===== config.mk =====
export PLATFORM = sky130hd
export DESIGN_NAME = motion_sequencer_flat
export DESIGN_NICKNAME = d
export VERILOG_FILES = /design/src/rtl/motion_sequencer_if.sv /design/src/rtl/motion_sequencer.sv /design/src/flat_wrapper.sv
export SDC_FILE = /design/constraint.sdc
export NUM_CORES = 1
export LEC_CHECK = 0
export CORE_UTILIZATION = 50
export CTS_CLUSTER_SIZE = 12
export DETAILED_ROUTE_END_ITERATION = 10
export PLACE_DENSITY = 0.78
export SYNTH_ARGS = -nofsm -noshare
export SYNTH_HDL_FRONTEND = slang
export SYNTH_SLANG_ARGS = --single-unit

===== constraint.sdc =====
create_clock -name clk -period 6.1 [get_ports clk]
set_clock_uncertainty 0.05 [all_clocks]
set_input_delay 1.22 -clock clk [delete_from_list [all_inputs] [get_ports clk]]
set_output_delay 1.22 -clock clk [all_outputs]
set_load 0.005 [all_outputs]

===== src/rtl/motion_sequencer_if.sv =====
// Command handshake between robot-level command logic and the motion sequencer.
// A command transfers on a clock edge where cmd_valid and cmd_ready are both high.
interface motion_sequencer_if;
  logic        cmd_valid;
  logic        cmd_ready;
  logic [15:0] cmd_speed;
  logic [15:0] cmd_ticks;
  logic        cmd_dir;

  modport master (output cmd_valid, cmd_speed, cmd_ticks, cmd_dir, input cmd_ready);
  modport slave  (input cmd_valid, cmd_speed, cmd_ticks, cmd_dir, output cmd_ready);
endinterface


===== src/rtl/motion_sequencer.sv =====
// Sequences one wheel's speed loop through ramp-up, cruise and ramp-down for a
// single move command, counting synchronised encoder edges until the distance is covered.
module motion_sequencer #(
  parameter int RAMP_DIV   = 2000000,
  parameter int RAMP_STEP  = 90,
  parameter int MIN_DEG    = 90,
  parameter int MAX_DEG    = 1440,
  parameter int SLOW_TICKS = 64,
  parameter int SETTLE     = 1600000
) (
  input  logic                clk,
  input  logic                reset,
  motion_sequencer_if.slave   cmd,
  input  logic                abort,
  input  logic                encoder,
  output logic [15:0]         deg_s,
  output logic                motor_en,
  output logic                dir,
  output logic                busy,
  output logic                done,
  output logic                aborted,
  output logic [2:0]          o_dbg_state
);

  typedef enum logic [2:0] {
    S_IDLE      = 3'd0,
    S_RAMP_UP   = 3'd1,
    S_CRUISE    = 3'd2,
    S_RAMP_DOWN = 3'd3,
    S_SETTLE    = 3'd4
  } state_t;

  localparam logic [15:0] P_STEP          = 16'(RAMP_STEP);
  localparam logic [15:0] P_MIN           = 16'(MIN_DEG);
  localparam logic [15:0] P_MAX           = 16'(MAX_DEG);
  localparam logic [15:0] P_SLOW          = 16'(SLOW_TICKS);
  localparam logic [31:0] P_RAMP_RELOAD   = 32'(RAMP_DIV - 1);
  localparam logic [31:0] P_SETTLE_RELOAD = 32'(SETTLE - 1);

  state_t      r_state;
  logic [2:0]  r_enc_sync;
  logic [15:0] r_count;
  logic [15:0] r_ticks;
  logic [15:0] r_target;
  logic [15:0] r_deg;
  logic [31:0] r_ramp_tmr;
  logic [31:0] r_settle_tmr;
  logic        r_motor_en;
  logic        r_dir;
  logic        r_done;
  logic        r_aborted;

  logic        w_enc_rise;
  logic [15:0] w_count_nxt;
  logic [15:0] w_cmd_target;
  logic [15:0] w_floor;
  logic [16:0] w_up_sum;
  logic [15:0] w_up_val;
  logic [15:0] w_dn_val;
  logic        w_reached;
  logic        w_slow;
  logic        w_accept;

  assign w_enc_rise   = r_enc_sync[1] & ~r_enc_sync[2];
  // Tick edge landing on the same cycle as the distance compare is counted first.
  assign w_count_nxt  = (r_state != S_IDLE && w_enc_rise && r_count != 16'hFFFF)
                        ? r_count + 16'd1 : r_count;
  assign w_cmd_target = (cmd.cmd_speed > P_MAX) ? P_MAX : cmd.cmd_speed;
  assign w_floor      = (r_target < P_MIN) ? r_target : P_MIN;
  assign w_up_sum     = {1'b0, r_deg} + {1'b0, P_STEP};
  assign w_up_val     = (w_up_sum >= {1'b0, r_target}) ? r_target : w_up_sum[15:0];
  assign w_dn_val     = ({1'b0, r_deg} >= ({1'b0, w_floor} + {1'b0, P_STEP}))
                        ? r_deg - P_STEP : w_floor;
  assign w_reached    = (w_count_nxt >= r_ticks);
  assign w_slow       = ((r_ticks - w_count_nxt) <= P_SLOW);
  assign w_accept     = cmd.cmd_valid && (r_state == S_IDLE);

  always_ff @(posedge clk) begin
    if (reset) begin
      r_state      <= S_IDLE;
      r_enc_sync   <= 3'b000;
      r_count      <= 16'd0;
      r_ticks      <= 16'd0;
      r_target     <= 16'd0;
      r_deg        <= 16'd0;
      r_ramp_tmr   <= 32'd0;
      r_settle_tmr <= 32'd0;
      r_motor_en   <= 1'b0;
      r_dir        <= 1'b0;
      r_done       <= 1'b0;
      r_aborted    <= 1'b0;
    end else begin
      r_enc_sync <= {r_enc_sync[1:0], encoder};
      r_done     <= 1'b0;
      r_count    <= w_count_nxt;
      case (r_state)
        S_IDLE: begin
          if (w_accept) begin
            r_target  <= w_cmd_target;
            r_ticks   <= cmd.cmd_ticks;
            r_dir     <= cmd.cmd_dir;
            r_count   <= 16'd0;
            r_aborted <= 1'b0;
            if (cmd.cmd_ticks == 16'd0 || w_cmd_target == 16'd0) begin
              r_state      <= S_SETTLE;
              r_settle_tmr <= P_SETTLE_RELOAD;
              r_deg        <= 16'd0;
              r_motor_en   <= 1'b0;
            end else begin
              r_state    <= S_RAMP_UP;
              r_deg      <= (w_cmd_target < P_STEP) ? w_cmd_target : P_STEP;
              r_motor_en <= 1'b1;
              r_ramp_tmr <= P_RAMP_RELOAD;
            end
          end
        end
        S_RAMP_UP, S_CRUISE, S_RAMP_DOWN: begin
          if (abort || w_reached) begin
            r_state      <= S_SETTLE;
            r_settle_tmr <= P_SETTLE_RELOAD;
            r_deg        <= 16'd0;
            r_motor_en   <= 1'b0;
            if (abort) r_aborted <= 1'b1;
          end else if (r_state != S_RAMP_DOWN && w_slow) begin
            r_state    <= S_RAMP_DOWN;
            r_ramp_tmr <= P_RAMP_RELOAD;
          end else if (r_state == S_RAMP_UP) begin
            if (r_deg == r_target) begin
              r_state <= S_CRUISE;
            end else if (r_ramp_tmr == 32'd0) begin
              r_deg      <= w_up_val;
              r_ramp_tmr <= P_RAMP_RELOAD;
            end else begin
              r_ramp_tmr <= r_ramp_tmr - 32'd1;
            end
          end else if (r_state == S_CRUISE) begin
            r_deg <= r_target;
          end else begin
            if (r_ramp_tmr == 32'd0) begin
              r_deg      <= w_dn_val;
              r_ramp_tmr <= P_RAMP_RELOAD;
            end else begin
              r_ramp_tmr <= r_ramp_tmr - 32'd1;
            end
          end
        end
        S_SETTLE: begin
          if (r_settle_tmr == 32'd0) begin
            r_done  <= 1'b1;
            r_state <= S_IDLE;
          end else begin
            r_settle_tmr <= r_settle_tmr - 32'd1;
          end
        end
        default: r_state <= S_IDLE;
      endcase
    end
  end

  assign cmd.cmd_ready = (r_state == S_IDLE);
  assign deg_s         = r_deg;
  assign motor_en      = r_motor_en;
  assign dir           = r_dir;
  assign busy          = (r_state != S_IDLE);
  assign done          = r_done;
  assign aborted       = r_aborted;
  assign o_dbg_state   = r_state;

endmodule


===== src/flat_wrapper.sv =====
// flat-port wrapper written by rule: the top's interface ports become plain ports
module motion_sequencer_flat 
#(
  parameter int RAMP_DIV   = 2000000,
  parameter int RAMP_STEP  = 90,
  parameter int MIN_DEG    = 90,
  parameter int MAX_DEG    = 1440,
  parameter int SLOW_TICKS = 64,
  parameter int SETTLE     = 1600000
)
  (clk, reset, abort, encoder, deg_s, motor_en, dir, busy, done, aborted, o_dbg_state, cmd_cmd_valid, cmd_cmd_speed, cmd_cmd_ticks, cmd_cmd_dir, cmd_cmd_ready);
  motion_sequencer_if cmd_i ();
  input  logic clk;
  input  logic reset;
  input  logic abort;
  input  logic encoder;
  output logic [15:0] deg_s;
  output logic motor_en;
  output logic dir;
  output logic busy;
  output logic done;
  output logic aborted;
  output logic [2:0] o_dbg_state;
  input wire logic [$bits(cmd_i.cmd_valid)-1:0] cmd_cmd_valid;
  input wire logic [$bits(cmd_i.cmd_speed)-1:0] cmd_cmd_speed;
  input wire logic [$bits(cmd_i.cmd_ticks)-1:0] cmd_cmd_ticks;
  input wire logic [$bits(cmd_i.cmd_dir)-1:0] cmd_cmd_dir;
  output wire logic [$bits(cmd_i.cmd_ready)-1:0] cmd_cmd_ready;
  assign cmd_i.cmd_valid = cmd_cmd_valid;
  assign cmd_i.cmd_speed = cmd_cmd_speed;
  assign cmd_i.cmd_ticks = cmd_cmd_ticks;
  assign cmd_i.cmd_dir = cmd_cmd_dir;
  assign cmd_cmd_ready = cmd_i.cmd_ready;
  motion_sequencer #(.RAMP_DIV(RAMP_DIV), .RAMP_STEP(RAMP_STEP), .MIN_DEG(MIN_DEG), .MAX_DEG(MAX_DEG), .SLOW_TICKS(SLOW_TICKS), .SETTLE(SETTLE)) u_core (.clk(clk), .reset(reset), .cmd(cmd_i), .abort(abort), .encoder(encoder), .deg_s(deg_s), .motor_en(motor_en), .dir(dir), .busy(busy), .done(done), .aborted(aborted), .o_dbg_state(o_dbg_state));
endmodule

Yosys cells after proc, flatten, opt, wreduce, memory -nomap -nowiden
Cells that the tools add are included.
Word-level totals
  bits in latches: 0
  bits of input ports: 38
  logic and storage cells: 124
  memories kept: 0
  RAM bits: 0
  memory bits (read-only): 0
  flip-flop bits (word level): 138
  output and inout bits: 25
Cells by class
  reductions and logical operators: 23
  order comparisons: 7
  muxes and demuxes: 49
  shift-type cells: 0
  $mul: 0
  divide/modulo/power cells: 0
  bitwise operators: 3
  $add $sub $neg: 7
  equality and inequality tests: 23
Operators by type and width (number)
  $mux W32: 12
  $mux W16: 17
  $pmux W32 S3: 1
  $logic_not A32 Y1: 2
  $pmux W32 S2: 1
  $sub A32 B1 Y32 const B: 2
  $add A16 B7 Y17 const B: 2
  $logic_not A16 Y1: 2
  $lt A16 B7 Y1 const B: 2
  $pmux W16 S2: 1
  $mux W3: 7
  $ge A16 B17 Y1: 1
  $ge A17 B16 Y1: 1
  $add A16 B1 Y16 const B: 1
  $eq A16 B16 Y1: 1
  $ge A16 B16 Y1: 1
  $gt A16 B11 Y1 const B: 1
  $le A16 B7 Y1 const B: 1
  $ne A16 B16 Y1 const B: 1
  $sub A16 B16 Y16: 1
  $sub A16 B7 Y16 const B: 1
  $ne A4 B1 Y1 const B: 3
  $ne A4 B3 Y1 const B: 3
  $reduce_and A6 Y1: 2
  other kinds (23): 45

Depth between registers and ports, before layout
  word-level depth: 11
  depth in mapped cells: 22
  depth with buffers taken out: 19

Least setup slack after synthesis
No wires, ideal clock.
  kind: register -> register
  start point: register u_core.r_count[7]
  end point: register u_core.r_deg[8] (netlist: u_core.deg_s[8])
  setup slack: 1129 ps
  data arrival time: 4798 ps
  cell stages (with the launch flop): 20
  setup time: 123 ps
  buffers on the path: 1
  period minus slack after synthesis: 4971 ps
  required time: 5927 ps
  cells stage by stage: dfxtp_1 and4_1 and3_1 nand3_1 o31ai_1 or2_2 nor2_1 nand3_1 xor2_1 ha_1 and3_1 and2_1 a221oi_2 xnor2_1 or4_4 a211oi_4 nand3_2 nand2_2 buf_6 mux2_1
Between the ends
  cells in the longest elaborated chain, start to end: 8
  elaborated cells between the ends (all ways): 16
  classes of those cells: 2 x add/sub; 2 x order compare; 5 x eq/ne; 3 x mux; 4 x reduce/logical
RTL lines
  start: declaration: line motion_sequencer.sv:42  | logic [15:0] r_count;
  start signal: assignment: line motion_sequencer.sv:95  | r_count <= w_count_nxt;
  parallel branches: the longest is 2 deep, another holds $add A16 B1 Y16
  $mux W16 *: line motion_sequencer.sv:67  | ? r_count + 16'd1 : r_count;
  $sub A16 B16 Y16: line motion_sequencer.sv:75  | assign w_slow = ((r_ticks - w_count_nxt) <= P_SLOW);
  $le A16 B7 Y1: line motion_sequencer.sv:75
  $logic_and A1 B1 Y1: line motion_sequencer.sv:124  | end else if (r_state != S_RAMP_DOWN && w_slow) begin
  $ne A3 B2 Y1 (no line)
  $reduce_and A6 Y1 (no line)
  end signal: assignment: line motion_sequencer.sv:131  | r_deg <= w_up_val;
  end signal: assignment: line motion_sequencer.sv:137  | r_deg <= r_target;
  end signal: assignment: line motion_sequencer.sv:140  | r_deg <= w_dn_val;
  end: declaration: line motion_sequencer.sv:45  | logic [15:0] r_deg;
Every way passes the cells marked *.
A chain may end at the register's enable or synchronous reset.

Final worst setup path
  start point: register u_core.r_state[1] (netlist: u_core.o_dbg_state[1])
  end point: register u_core.r_deg[6] (netlist: u_core.deg_s[6])
Between the ends
  cells in the longest elaborated chain, start to end: 9
  elaborated cells between the ends (all ways): 28
  classes of those cells: 1 x add/sub; 2 x order compare; 9 x eq/ne; 6 x mux; 10 x reduce/logical
RTL lines
  start: declaration: line motion_sequencer.sv:40  | state_t r_state;
  start signal: assignment: line motion_sequencer.sv:80  | r_state <= S_IDLE;
  start signal: assignment: line motion_sequencer.sv:105  | r_state <= S_SETTLE;
  start signal: assignment: line motion_sequencer.sv:110  | r_state <= S_RAMP_UP;
  $reduce_bool A3 Y1: line motion_sequencer.sv:66  | assign w_count_nxt = (r_state != S_IDLE && w_enc_rise && r_count != 16'hFFFF)
  $logic_and A1 B1 Y1 (2 in a row): line motion_sequencer.sv:66
  $mux W16: line motion_sequencer.sv:67
  $sub A16 B16 Y16: line motion_sequencer.sv:75
  $le A16 B7 Y1: line motion_sequencer.sv:75
  $logic_and A1 B1 Y1: line motion_sequencer.sv:124
  $ne A3 B2 Y1 (no line)
  $reduce_and A6 Y1 (no line)
Several ways; a longest one is shown, not always the timed one. The select of a mux whose other input is x is not followed.

==> metrics.md <==
| Metric | Value |
|---|---|
| Status | `finished clean` |
| Global-route wire length before repair | `39.8 mm` |
| Root buf cell | `clkbuf_16` |
| PostCTS Resize Cnt | `0` |
| Slowest cell on the critical path | `a211oi_4` |
| Worst R2R Setup Slack | `550 ps` |
| Wirelength per Cell | `16.8 microns` |
| Power per Cell Area | `386 mW/mm^2` |
| Row Count | `49` |
| Ys flop type | `dfxtp_1` |
| CP Cell Sequence | `nor2_1 -> nand2_1 -> inv_1 -> nor3b_1 -> o31ai_1 -> buf_4 -> or2_2 -> nor2_1 -> nand3_1 -> xor2_1 -> ha_1 -> and3_1 -> and2_1 -> a221oi_2 -> a21oi_1 -> or3_1 -> a211oi_4 -> nand3_2 -> nand2_2 -> mux2_2` |
| Fin nets | `1323` |
| I/O pin cnt | `63` |
| Vias in the first global route | `8172` |
| WHS | `391 ps` |
| CTS Hold Bufs | `0` |
| Syn Area/Cell | `7.78 sq um` |
| YS warnings | `0` |
| Largest net degree at the start of global routing | `59` |
| FF+latch count, synth | `138` |
| Placed cell area | `0.0100 sq mm` |
| Fin crit period | `5550 ps` |
| Antenna Nets Post-Route | `0` |
| Reg clk slew, reported paths | `60 ps` |
| WL final | `24.7 mm` |
| Drt drc | `0` |
| Crit path top cell by count | `nor2_1` |
| Global placement routability congestion | `0.924` |
| Area grow syn2layout | `15.6%` |
| Slew HR | `25.6%` |
| Initial antenna violation count | `0` |
| Number of flops mapped to enable cells by yosys | `0` |
| # diodes | `0` |
| Via count | `8948` |
| Post-synthesis cell type count | `84` |
| Async set or reset register ratio after synthesis | `0%` |
| Startpoint Class | `flop` |
| R2R cell count | `20` |
| Clock buffer depth | `2` |
| Final Cell Area | `0.0106 sq mm` |
| Final Hold Fails | `0` |
| Via density | `6.08` |
| Die Wd | `138 microns` |
| Dpl ws | `641 ps` |
| Fin util | `59.0%` |
| Skew-Pair Late Insertion Delay | `430 ps` |
| Synth area leader | `dfxtp_1` |
| Setup TNS | `0 ps` |
| Critical Path Fanout Max | `13` |
| Total global-route track usage | `26.8%` |
| Post-synthesis sequential area ratio | `30.0%` |
| Hold Crit Start | `u_core.r_enc_sync[0]$_SDFF_PP0_` |
| Worst-margin pin slew | `1120 ps` |
| Die H | `138 microns` |
| Max cap viols | `0` |
| Hold EP | `u_core.r_enc_sync[1]$_SDFF_PP0_` |
| Synthesized area | `0.00920 sq mm` |
| CTS tree | `built` |
| GRT overflow | `0` |
| List of most frequent post-synthesis cells | `nand2_1 (146), dfxtp_1 (138), nor2_1 (115)` |
| Share of the synthesized area in the top cell type | `30.0%` |
| # setup viols final | `0` |
| DRT iter0 DRCs | `926` |
| # port buffers | `62` |
| DRT Pass-1 Iters | `5` |
| Core area | `0.0180 sq mm` |
| CTS Buf Count | `17` |
| LEAKAGE | `4.22 nW` |
| Arr. time, crit path | `5810 ps` |
| Die area | `0.0189 sq mm` |
| Layout cell share with drive strength beyond 1 | `7.08%` |
| Final worst slack | `550 ps` |
| CP required | `6360 ps` |
| Initial core utilization | `51.0%` |
| Crit share post-route | `91.0%` |
| Mapped Cells | `1182` |
| CP Capture Type | `flop` |
| # clock sinks | `138` |
| Hold Path Depth | `1` |
| RSZ-0062 raised after global routing | `no` |
| Cell with the most instances after synthesis | `nand2_1` |
| FF-to-FF End | `u_core.deg_s[6]$_SDFFE_PP0P_` |
| Final count of pins violating max slew | `0` |
| Post-CTS setup buffer count | `0` |
| Synth area leaders | `dfxtp_1 (30%), ha_1 (7.5%), nand2_1 (6.0%)` |
| Achievable Freq | `180 MHz` |
| Reg2reg start | `u_core.o_dbg_state[1]$_SDFFE_PP0P_` |
| Crit Path Class | `flop to flop` |
| Peak supply drop | `0.257 mV` |
| Htree depth | `4` |
| Hold crit path type | `flop to flop` |
| Crit-path max cell delay | `550 ps` |
| Post-DP HPWL | `17.8 mm` |
[cell usage in the layout (no fill, tap or decap), types with 11 or more instances in the layout]
| cell type | instances |
|---|---|
| nand4_1 | 20 |
| xor2_1 | 54 |
| or3_1 | 24 |
| nor2_1 | 115 |
| nor4_1 | 20 |
| inv_1 | 46 |
| xnor2_1 | 33 |
| o21ai_0 | 42 |
| a21o_1 | 12 |
| nand2b_1 | 19 |
| clkbuf_16 | 17 |
| nor2b_1 | 15 |
| clkdlybuf4s50_1 | 61 |
| a21oi_1 | 102 |
| ha_1 | 55 |
| nand3_1 | 39 |
| o221ai_1 | 15 |
| buf_4 | 11 |
| mux2i_1 | 12 |
| nor3_1 | 46 |
| o221a_2 | 13 |
| dfxtp_1 | 138 |
| nand2_1 | 146 |
[per-layer routing]
layer | track usage, % | wire length (microns) | vias to the layer above
met3 | 4.34 | 1560 | 65
met4 | 12.3 | 805 | 0
li1 | - | - | 4369
met2 | 43.7 | 11300 | 349
met1 | 34.3 | 11000 | 4165
met5 | 0 | 0 | -
[state kept, by name, indices dropped and copies added (netlist names)]
| signal | cells |
|---|---|
| u_core.aborted | 1 |
| u_core.deg_s | 16 |
| u_core.dir | 1 |
| u_core.done | 1 |
| u_core.motor_en | 1 |
| u_core.o_dbg_state | 3 |
| u_core.r_count | 16 |
| u_core.r_enc_sync | 3 |
| u_core.r_ramp_tmr | 32 |
| u_core.r_settle_tmr | 32 |
| u_core.r_target | 16 |
| u_core.r_ticks | 16 |
[worst max-delay path: cells and delay by family (launching register included)]
family / cells / cell delay, ps
and+or+nand+nor: 11 / 2620
buffers and inverters: 2 / 250
xor gates and xnor gates: 1 / 170
adders and majority gates: 1 / 360
AOI/OAI and AO/OA: 4 / 1090
DFF: 1 / 480
muxes: 1 / 380
[layout make-up]
class | instances | area [sq um]
multi-input combinational | 952 | 6080
tap | 229 | 287
inverter | 48 | 180
sequential | 138 | 2760
clock inverter | 11 | 159
timing repair buffer | 73 | 698
clock buffer | 21 | 470
fill | 1665 | 7390
[kinds of logic after synthesis]
logic type	share of synthesized area, %
AND/OR/NAND/NOR	27.0
AO/OA/AOI/OAI	21.2
flip-flops	30.0
buffers and inverters	4.18
XOR/XNOR	8.28
adder cells (fa/ha/maj)	7.48
multiplexers	1.80
other	0.0408
[how the worst max path moves through the flow]
stage	start	end	slack [ps]	cells after the start
floorplan	u_core.r_count[7]$_SDFF_PP0_	u_core.deg_s[8]$_SDFFE_PP0P_	1130	19
global placement	u_core.o_dbg_state[1]$_SDFFE_PP0P_	u_core.deg_s[6]$_SDFFE_PP0P_	790	20
detailed placement	u_core.o_dbg_state[1]$_SDFFE_PP0P_	u_core.deg_s[3]$_SDFFE_PP0P_	640	20
CTS	u_core.o_dbg_state[1]$_SDFFE_PP0P_	u_core.deg_s[3]$_SDFFE_PP0P_	600	20
global route	u_core.o_dbg_state[1]$_SDFFE_PP0P_	u_core.r_ramp_tmr[31]$_SDFFE_PP0P_	120	20
finish	u_core.o_dbg_state[1]$_SDFFE_PP0P_	u_core.deg_s[6]$_SDFFE_PP0P_	550	20
[stage by stage]
stage / total power, W / std cells
detailed placement: 0.00297 / 1440
finish: 0.00410 / 1472
global placement: 0.00293 / 1440
global route: 0.00437 / 1472
floorplan: 0.00252 / 1189
CTS: 0.00409 / 1472
[power breakdown]
part           leakage [nW]  total, W  internal, W  switching, W
clock network         0.299   0.00111     0.000683      0.000426
logic                  2.79   0.00176     0.000725       0.00103
registers              1.13   0.00124      0.00106      0.000180
(Power assumes the default switching activity.)
